--- src/rtl/truth_table_scanner_if.sv ---
// rtl/truth_table_scanner_if.sv - scanner control/result bundle between a host and truth_table_scanner
interface truth_table_scanner_if;
  logic       start;
  logic       f_in;
  logic [7:0] expected;
  logic [2:0] abc;
  logic [7:0] tt;
  logic [3:0] ones;
  logic       busy;
  logic       done;
  logic       match;
  logic       err_valid;
  logic [2:0] first_err;

  modport master (
    output start, f_in, expected,
    input  abc, tt, ones, busy, done, match, err_valid, first_err
  );

  modport slave (
    input  start, f_in, expected,
    output abc, tt, ones, busy, done, match, err_valid, first_err
  );
endinterface

--- src/rtl/truth_table_scanner.sv ---
// rtl/truth_table_scanner.sv - walks abc through 000..111, samples a 3-input function into a truth table
module truth_table_scanner #(
  parameter int SETTLE = 2
) (
  input  logic                 clk,
  input  logic                 rst_n,
  truth_table_scanner_if.slave bus
);

  typedef enum logic [1:0] {S_IDLE, S_SCAN, S_DONE} state_t;

  state_t     r_state;
  state_t     w_next;
  logic [2:0] r_abc;
  logic [7:0] r_tt;
  logic [3:0] r_ones;
  logic       r_match;
  logic       r_err_valid;
  logic [2:0] r_first_err;
  logic [3:0] r_cnt;
  logic [7:0] r_exp;
  logic       w_sample;
  logic       w_last;
  logic [7:0] w_tt_next;

  assign w_sample = (r_state == S_SCAN) && (r_cnt == 4'(SETTLE - 1));
  assign w_last   = (r_abc == 3'd7);

  // Table as it will look after this edge's sample; match is judged on it at DONE entry.
  always_comb begin
    w_tt_next        = r_tt;
    w_tt_next[r_abc] = bus.f_in;
  end

  always_comb begin
    w_next = r_state;
    case (r_state)
      S_IDLE:  if (bus.start) w_next = S_SCAN;
      S_SCAN:  if (w_sample && w_last) w_next = S_DONE;
      S_DONE:  w_next = S_IDLE;
      default: w_next = S_IDLE;
    endcase
  end

  always_ff @(posedge clk or negedge rst_n) begin
    if (!rst_n) begin
      r_state <= S_IDLE;
    end else begin
      r_state <= w_next;
    end
  end

  always_ff @(posedge clk or negedge rst_n) begin
    if (!rst_n) begin
      r_abc       <= 3'd0;
      r_tt        <= 8'd0;
      r_ones      <= 4'd0;
      r_match     <= 1'b0;
      r_err_valid <= 1'b0;
      r_first_err <= 3'd0;
      r_cnt       <= 4'd0;
      r_exp       <= 8'd0;
    end else begin
      case (r_state)
        S_IDLE: begin
          if (bus.start) begin
            r_exp       <= bus.expected;
            r_tt        <= 8'd0;
            r_ones      <= 4'd0;
            r_err_valid <= 1'b0;
            r_first_err <= 3'd0;
            r_cnt       <= 4'd0;
            r_abc       <= 3'd0;
          end
        end
        S_SCAN: begin
          if (w_sample) begin
            r_tt   <= w_tt_next;
            r_ones <= r_ones + {3'b000, bus.f_in};
            if ((bus.f_in != r_exp[r_abc]) && !r_err_valid) begin
              r_err_valid <= 1'b1;
              r_first_err <= r_abc;
            end
            if (w_last) begin
              r_match <= (w_tt_next == r_exp);
            end else begin
              r_abc <= r_abc + 3'd1;
              r_cnt <= 4'd0;
            end
          end else begin
            r_cnt <= r_cnt + 4'd1;
          end
        end
        S_DONE: r_abc <= 3'd0;
        default: r_abc <= 3'd0;
      endcase
    end
  end

  assign bus.abc       = r_abc;
  assign bus.tt        = r_tt;
  assign bus.ones      = r_ones;
  assign bus.busy      = (r_state == S_SCAN);
  assign bus.done      = (r_state == S_DONE);
  assign bus.match     = r_match;
  assign bus.err_valid = r_err_valid;
  assign bus.first_err = r_first_err;

endmodule

--- src/flat_wrapper.sv ---
// flat-port wrapper written by rule: the top's interface ports become plain ports
module truth_table_scanner_flat 
#(
  parameter int SETTLE = 2
)
  (clk, rst_n, bus_start, bus_f_in, bus_expected, bus_abc, bus_tt, bus_ones, bus_busy, bus_done, bus_match, bus_err_valid, bus_first_err);
  truth_table_scanner_if bus_i ();
  input  logic clk;
  input  logic rst_n;
  input wire logic [$bits(bus_i.start)-1:0] bus_start;
  input wire logic [$bits(bus_i.f_in)-1:0] bus_f_in;
  input wire logic [$bits(bus_i.expected)-1:0] bus_expected;
  output wire logic [$bits(bus_i.abc)-1:0] bus_abc;
  output wire logic [$bits(bus_i.tt)-1:0] bus_tt;
  output wire logic [$bits(bus_i.ones)-1:0] bus_ones;
  output wire logic [$bits(bus_i.busy)-1:0] bus_busy;
  output wire logic [$bits(bus_i.done)-1:0] bus_done;
  output wire logic [$bits(bus_i.match)-1:0] bus_match;
  output wire logic [$bits(bus_i.err_valid)-1:0] bus_err_valid;
  output wire logic [$bits(bus_i.first_err)-1:0] bus_first_err;
  assign bus_i.start = bus_start;
  assign bus_i.f_in = bus_f_in;
  assign bus_i.expected = bus_expected;
  assign bus_abc = bus_i.abc;
  assign bus_tt = bus_i.tt;
  assign bus_ones = bus_i.ones;
  assign bus_busy = bus_i.busy;
  assign bus_done = bus_i.done;
  assign bus_match = bus_i.match;
  assign bus_err_valid = bus_i.err_valid;
  assign bus_first_err = bus_i.first_err;
  truth_table_scanner #(.SETTLE(SETTLE)) u_core (.clk(clk), .rst_n(rst_n), .bus(bus_i));
endmodule
--- config.mk ---
export PLATFORM = sky130hd
export DESIGN_NAME = truth_table_scanner_flat
export DESIGN_NICKNAME = d
export VERILOG_FILES = /design/src/rtl/truth_table_scanner_if.sv /design/src/rtl/truth_table_scanner.sv /design/src/flat_wrapper.sv
export SDC_FILE = /design/constraint.sdc
export NUM_CORES = 1
export LEC_CHECK = 0
export BUFFER_PORTS_ARGS = -buffer_cell sky130_fd_sc_hd__buf_4
export CAP_MARGIN = 20
export CORE_MARGIN = 2
export CORE_UTILIZATION = 30
export CTS_BUF_LIST = sky130_fd_sc_hd__clkbuf_8
export DETAILED_ROUTE_END_ITERATION = 8
export GPL_ROUTABILITY_DRIVEN = 0
export GPL_TIMING_DRIVEN = 0
export PLACE_DENSITY_LB_ADDON = 0.12
export SYNTH_ARGS = -nofsm -noshare
export SYNTH_HDL_FRONTEND = slang
export SYNTH_SLANG_ARGS = --single-unit
--- constraint.sdc ---
create_clock -name clk -period 1.9 [get_ports clk]
set_input_delay 0.285 -clock clk [delete_from_list [all_inputs] [get_ports clk]]
set_output_delay 0.285 -clock clk [all_outputs]
set_load 0.01 [all_outputs]
==> impl_metrics.tcl, run 1 <==
set metrics [dict create \
    outcome "finished, violations left" \
    failed_checks "negative setup slack" \
    postRouteAntennaNets 0 \
    hold_path_startpoint "bus_expected[4]" \
    worst_ir_drop_vdd_mv 0.508 \
    htreeDepth 2 \
    yosysWarnings 0 \
    slowest_delay_ps 410 \
    cts_made_buffers 5 \
    design.die.area_um2 7160 \
    final_util_pct 40.7 \
    timing.hold.ws_ps 182 \
    crit_path_start_kind "flip-flop" \
    finish.net_count 286 \
    timing_max_transition_violations_final 0 \
    detail_route.drc_violations 0 \
    cell_chain_of_the_critical_path "buf_6 > and2b_1 > nor2b_1 > o22ai_1 > a2111o_1 > o31ai_2" \
    netlist_instances 219 \
    synth.top_cell.area_share_pct 43.6 \
    yosys_register_bits 34 \
    cap_viol_max_count 0 \
    fmax_mhz 514 \
    synthesis.area_um2 1950 \
    crit_path_end_kind "flip-flop" \
    ys_top_cells_by_area "sky130_fd_sc_hd__dfrtp_1 (44%), sky130_fd_sc_hd__nand2_1 (10%), sky130_fd_sc_hd__mux2i_1 (5.1%)" \
    reg2reg_from "u_core.bus.abc[0]" \
    yosys.cell_types.count 45 \
    synth_most_common_cell "sky130_fd_sc_hd__nand2_1" \
    die_width_um 84.6 \
    drt-vias-per-instance 5.05 \
    register_area_um2 852 \
    dpl_worst_slack_ps -407 \
    clock_sinks 34 \
    multi_input_logic_area_um2 1100 \
    slew-limit-headroom_pct 62.6 \
    synth.net_count 237 \
    dpl-instance-area_um2 2290 \
    synth_area_per_cell_um2 8.90 \
    post-route-worst-setup-slack_ps -46.0 \
    synth.top_cells.by_count "sky130_fd_sc_hd__nand2_1 (53), sky130_fd_sc_hd__dfrtp_1 (34), sky130_fd_sc_hd__o21ai_0 (13)" \
    detail_route.first_pass.iterations 4 \
    clock_pin_transition_on_the_worst_setup_and_hold_timing_paths_ps 70 \
    criticalPathCategory "reg2reg" \
    fillCellCount 682 \
    ys_seq_area_share_pct 43.6 \
    cts-root-to-sink-buffers 2 \
    initial_utilization_pct 30.9 \
    max_slew.worst_pin.slew_ps 561 \
    synth-main-ff-cell "sky130_fd_sc_hd__dfrtp_1" \
    final_design_area_no_fill_um2 2570 \
    worst_r2r_endpoint "u_core.bus.match" \
    finalSetupViolCount 1 \
    num_rows 29 \
    post-route-period-util_pct 102 \
    path_depth_of_the_worst_reg2reg_path 6 \
    worst_skew_pair_later_pin_latency_ps 290 \
    clock_tree.root_cell "sky130_fd_sc_hd__clkbuf_8" \
    cp_slowest_cell "sky130_fd_sc_hd__dfrtp_1" \
    post-dp-hpwl_um 3740 \
    cts_tree "yes" \
    wl_final_um 5330 \
    cp_max_fo 7 \
    min_path_type "in2reg" \
    area_of_the_core_um2 6310 \
    gr-total-overflow 0 \
    grt_antenna_before_repair 0 \
    report.final.hold_viol_count 0 \
    die_h_um 84.6 \
    synth_enable_flop_cells 0 \
    gr-usage-all-layers_pct 15.7 \
    worst_ep_arrival_time_ps 2150 \
    worst_hold_path.num_cells 3 \
    drive_above_1_share_pct 27.9 \
    port_buffers 33 \
    worst-path-buf-inv 1 \
    regToRegSetupSlack_ps -50 \
    fin_crit_ps 1950 \
    grt_pass1_wl_um 8790 \
    num_io_pins 34 \
    grt_pass1_vias 1722 \
    required_time_at_the_endpoint_of_the_critical_path_ps 2100 \
    drt_first_iter_violations 177 \
    timing.critical_path.max_delay_family "compound AO/OA/AOI/OAI gates" \
    antenna-diode-count 0 \
    average_routed_wire_per_standard_cell_um 15.4 \
    cellPowerDensity_nw_per_um2 1610 \
    syn_to_final_growth_pct 31.9 \
    timing.hold.worst_endpoint "u_core.r_exp[4]" \
    grt_start_max_net_pins 35 \
    synth_top_cell_by_area "sky130_fd_sc_hd__dfrtp_1" \
    leakagePower_nw 1.22 \
    setup_repair_after_global_routing_missed_its_margin "true" \
    route.vias.total 1749 \
    async_reset_ff_share_pct 100 \
    final.setup_skew_ps 2.11 \
]
[cell type report]
class / instances / share of cell area (%)
inverters: 6 / 0.876
repair buffers: 42 / 12.4
plain buffers: 10 / 2.92
flip-flops and latches: 34 / 33.1
multi-input cells: 169 / 42.7
well taps: 77 / 3.75
clock buffers: 8 / 4.28
[routing by layer]
| layer | up-vias | GRT usage [%] | routed length, um |
|---|---|---|---|
| met4 | 0 | 6.49 | 94 |
| met1 | 837 | 22.4 | 2610 |
| li1 | 864 | - | - |
| met3 | 9 | 3.15 | 191 |
| met2 | 39 | 23.3 | 2430 |
| met5 | - | 0 | 0 |
[how the worst max path moves through the flow]
stage | startpoint | to | depth (start not counted)
5_1_grt | u_core.r_cnt[1] | u_core.bus.match | 7
4_1_cts | u_core.bus.abc[1] | u_core.bus.match | 7
3_3_place_gp | u_core.r_cnt[1] | u_core.bus.match | 7
3_5_place_dp | u_core.r_cnt[1] | u_core.bus.match | 7
6_report | u_core.bus.abc[0] | u_core.bus.match | 6
2_1_floorplan | u_core.bus.abc[0] | u_core.bus.match | 6
[stage by stage]
stage	TNS [ps]	instances	power, mW
2_1_floorplan	0	219	2.57
3_3_place_gp	-2630	329	3.25
3_5_place_dp	-2360	329	3.25
4_1_cts	-103	340	4.03
5_1_grt	-175	346	4.51
6_report	-46.0	346	4.15
[kinds of logic (layout without fill, tap and decap cells)]
family,count (synthesis),after routing,share of synthesized area [%]
and+or+nand+nor,100,100,24.3
buffers and inverters,16,66,4.49
AOI/OAI and AO/OA,43,43,14.1
muxes,10,10,5.13
xor gates and xnor gates,10,10,4.49
adders and majority gates,6,6,3.85
DFF,34,34,43.6
[power breakdown]
group	internal, mW	switching (mW)	leakage (nW)
clock	0.366	0.262	0.0575
sequential	1.01	0.322	0.435
combinational	1.01	1.18	0.730
[sequential cells by signal, summed over array words and instances (netlist names)]
| register | flops |
|---|---|
| u_core.r_cnt | 4 |
| u_core.bus.err_valid | 1 |
| u_core.bus.first_err | 3 |
| u_core.bus.tt | 8 |
| u_core.bus.match | 1 |
| u_core.bus.abc | 3 |
| u_core.bus.ones | 4 |
| u_core.r_exp | 8 |
| u_core.r_state | 2 |
[cells in the final DEF (no fill, tap or decap), types with 3 or more instances in the layout]
master and count:
sky130_fd_sc_hd__a21oi_1 5, sky130_fd_sc_hd__buf_4 44, sky130_fd_sc_hd__buf_6 3, sky130_fd_sc_hd__clkbuf_1 3, sky130_fd_sc_hd__clkbuf_8 8, sky130_fd_sc_hd__dfrtp_1 33, sky130_fd_sc_hd__ha_1 5, sky130_fd_sc_hd__inv_1 4
sky130_fd_sc_hd__mux2i_1 10, sky130_fd_sc_hd__nand2_1 51, sky130_fd_sc_hd__nand3_1 6, sky130_fd_sc_hd__nand4_1 3, sky130_fd_sc_hd__nor2_1 12, sky130_fd_sc_hd__nor2b_1 4, sky130_fd_sc_hd__nor3_1 3, sky130_fd_sc_hd__o21ai_0 13
sky130_fd_sc_hd__o21ai_1 4, sky130_fd_sc_hd__o22ai_1 4, sky130_fd_sc_hd__xnor2_1 4, sky130_fd_sc_hd__xor2_1 6
[worst reg2reg max path: cells and delay by family, from the launching register on]
| family | cells | cell delay, ps |
|---|---|---|
| AO/OA/AOI/OAI | 3 | 710 |
| AND/OR/NAND/NOR | 2 | 600 |
| flip-flops | 1 | 410 |
| buffers and inverters | 1 | 150 |
[timing repair]
action                                  CTS  global route
gates resized for setup                  13            12
endpoints found under the hold margin    34             0
pin swaps                                 1             5
endpoints found under the setup margin   15            11
buffers inserted                          2             6
hold buffers                              1             0
Note: power is estimated with default switching activity, not from simulation.
==> inputs of run 2 (changes only) <==
- CORE_UTILIZATION: 30 -> 52
- SETUP_SLACK_MARGIN: default -> 0.1
==> impl_metrics.tcl, run 2 (synthesis results as in run 1) <==
set metrics [dict create \
    criticalPathCategory "reg2reg" \
    worst_ep_arrival_time_ps 2070 \
    finalSetupViolCount 0 \
    power_mw 4.44 \
    worst_skew_pair_later_pin_latency_ps 290 \
    area_of_the_core_um2 3630 \
    port_buffers 33 \
    design.die.area_um2 4250 \
    grt_pass1_vias 1644 \
    timing_max_transition_violations_final 0 \
    crit_path_end_kind "flip-flop" \
    drt-vias-per-instance 5.68 \
    dpl_worst_slack_ps -206 \
    required_time_at_the_endpoint_of_the_critical_path_ps 2100 \
    timing.hold.ws_ps 182 \
    post-route-worst-setup-slack_ps 29.4 \
    num_io_pins 34 \
    fillCellCount 280 \
    grt_antenna_before_repair 0 \
    setup_repair_after_global_routing_missed_its_margin "true" \
    clock_sinks 34 \
    drt_first_iter_violations 200 \
    detail_route.first_pass.iterations 4 \
    clock_pin_transition_on_the_worst_setup_and_hold_timing_paths_ps 80 \
    die_h_um 65.2 \
    route.vias.total 1839 \
    gr-usage-all-layers_pct 24.5 \
    initial_utilization_pct 53.7 \
    cts-root-to-sink-buffers 2 \
    met3_length_um 319 \
    detail_route.drc_violations 0 \
    layout_common_cells "sky130_fd_sc_hd__nand2_1 (50), sky130_fd_sc_hd__buf_4 (46), sky130_fd_sc_hd__dfrtp_1 (33)" \
    crit_path_start_kind "flip-flop" \
    die_width_um 65.2 \
    syn_to_final_growth_pct 37.2 \
    clock_tree.root_cell "sky130_fd_sc_hd__clkbuf_8" \
    final.setup_skew_ps 6.23 \
    gr-total-overflow 0 \
    detailroute.wirelength.met2_um 2550 \
    drive_above_1_share_pct 32.6 \
    leakagePower_nw 1.28 \
    report.final.hold_viol_count 0 \
    postRouteAntennaNets 0 \
    route.top_layer_used "met4" \
    outcome "finished clean" \
    post-dp-hpwl_um 3240 \
    finish.net_count 293 \
    fmax_mhz 535 \
    num_rows 22 \
    cts_made_buffers 5 \
    max_slew.worst_pin.slew_ps 628 \
    post-route-period-util_pct 98.5 \
    slew-limit-headroom_pct 58.1 \
    wire_length_on_met1_um 2330 \
    cp_max_fo 3 \
    cellPowerDensity_nw_per_um2 1660 \
    cap_viol_max_count 0 \
    min_path_type "in2reg" \
    layout_commonest_cell "sky130_fd_sc_hd__nand2_1" \
    wl_final_um 5270 \
    htreeDepth 2 \
    cts_tree "yes" \
    grt_start_max_net_pins 35 \
    fin_crit_ps 1870 \
    antenna-diode-count 0 \
    grt_pass1_wl_um 7940 \
    final.setup.tns_ps 0 \
    average_routed_wire_per_standard_cell_um 16.3 \
    worst_ir_drop_vdd_mv 0.998 \
]
## run 2: changes by cell type in the layout (fill, tap and decap cells not counted), moves of 2 or more
cell / change
sky130_fd_sc_hd__buf_12: +2
sky130_fd_sc_hd__o21ai_1: +3
sky130_fd_sc_hd__o21ai_0: -3
sky130_fd_sc_hd__buf_4: +2
sky130_fd_sc_hd__buf_6: +4
sky130_fd_sc_hd__clkbuf_8: -2
## run 2: area by class of cell
type | count | area, um2 | share of cell area (%)
clock inverter | 2 | 12.5 | 0.468
tap | 48 | 60.1 | 2.25
buffer | 10 | 82.6 | 3.09
timing repair buffer | 49 | 403 | 15.1
sequential | 34 | 852 | 31.9
multi-input combinational | 169 | 1160 | 43.4
clock buffer | 6 | 82.6 | 3.09
inverter | 6 | 22.5 | 0.842
## run 2: path summary, 6_finish.rpt
| check | end | start | cells past startpoint | slack, ps |
|---|---|---|---|---|
| worst max register to register | u_core.bus.match | u_core.r_cnt[1] | 7 | 30 |
| max in group asynchronous | u_core.bus.abc[2] | rst_n | 2 | 1090 |
| worst min-delay path | u_core.r_exp[4] | bus_expected[4] | 3 | 180 |
| min in group asynchronous | u_core.bus.tt[2] | rst_n | 2 | 480 |
| worst min register to register | u_core.bus.match | u_core.bus.match | 2 | 520 |
| worst max-delay path | u_core.bus.match | u_core.r_cnt[1] | 7 | 30 |
## run 2: timing repair
action                                  CTS  global route
gates resized for setup                  20            22
buffers inserted                          8             8
endpoints found under the setup margin   18            22
hold buffers                              1             0
endpoints found under the hold margin    34             0
pin swaps                                 4            10
## run 2: power by group
part	leakage, nW	internal [mW]	switching (mW)
sequential	0.435	1.01	0.334
clock	0.0472	0.291	0.277
combinational	0.794	1.21	1.32
## run 2: metal layers
layer | up-vias | GRT usage (%)
met3 | 6 | 4.11
met4 | 0 | 9.11
met2 | 64 | 40.6
li1 | 877 | -
met1 | 892 | 32.4
met5 | - | 0
## run 2: worst max-delay path, cell delays in order (launching register included)
cell and delay [ps]:
sky130_fd_sc_hd__dfrtp_1 390, sky130_fd_sc_hd__inv_1 80, sky130_fd_sc_hd__ha_2 190, sky130_fd_sc_hd__nor3b_4 240
sky130_fd_sc_hd__nand3_2 150, sky130_fd_sc_hd__a2111oi_4 370, sky130_fd_sc_hd__o2111ai_2 160, sky130_fd_sc_hd__o31ai_2 210
## run 2: metrics by stage
stage	area [um2]	utilization [%]	instances
finish	2680	73.6	324
detailed placement	2270	62.5	300
floorplan	1960	-	219
global placement	2270	62.5	300
global route	2680	73.6	324
CTS	2530	69.6	317
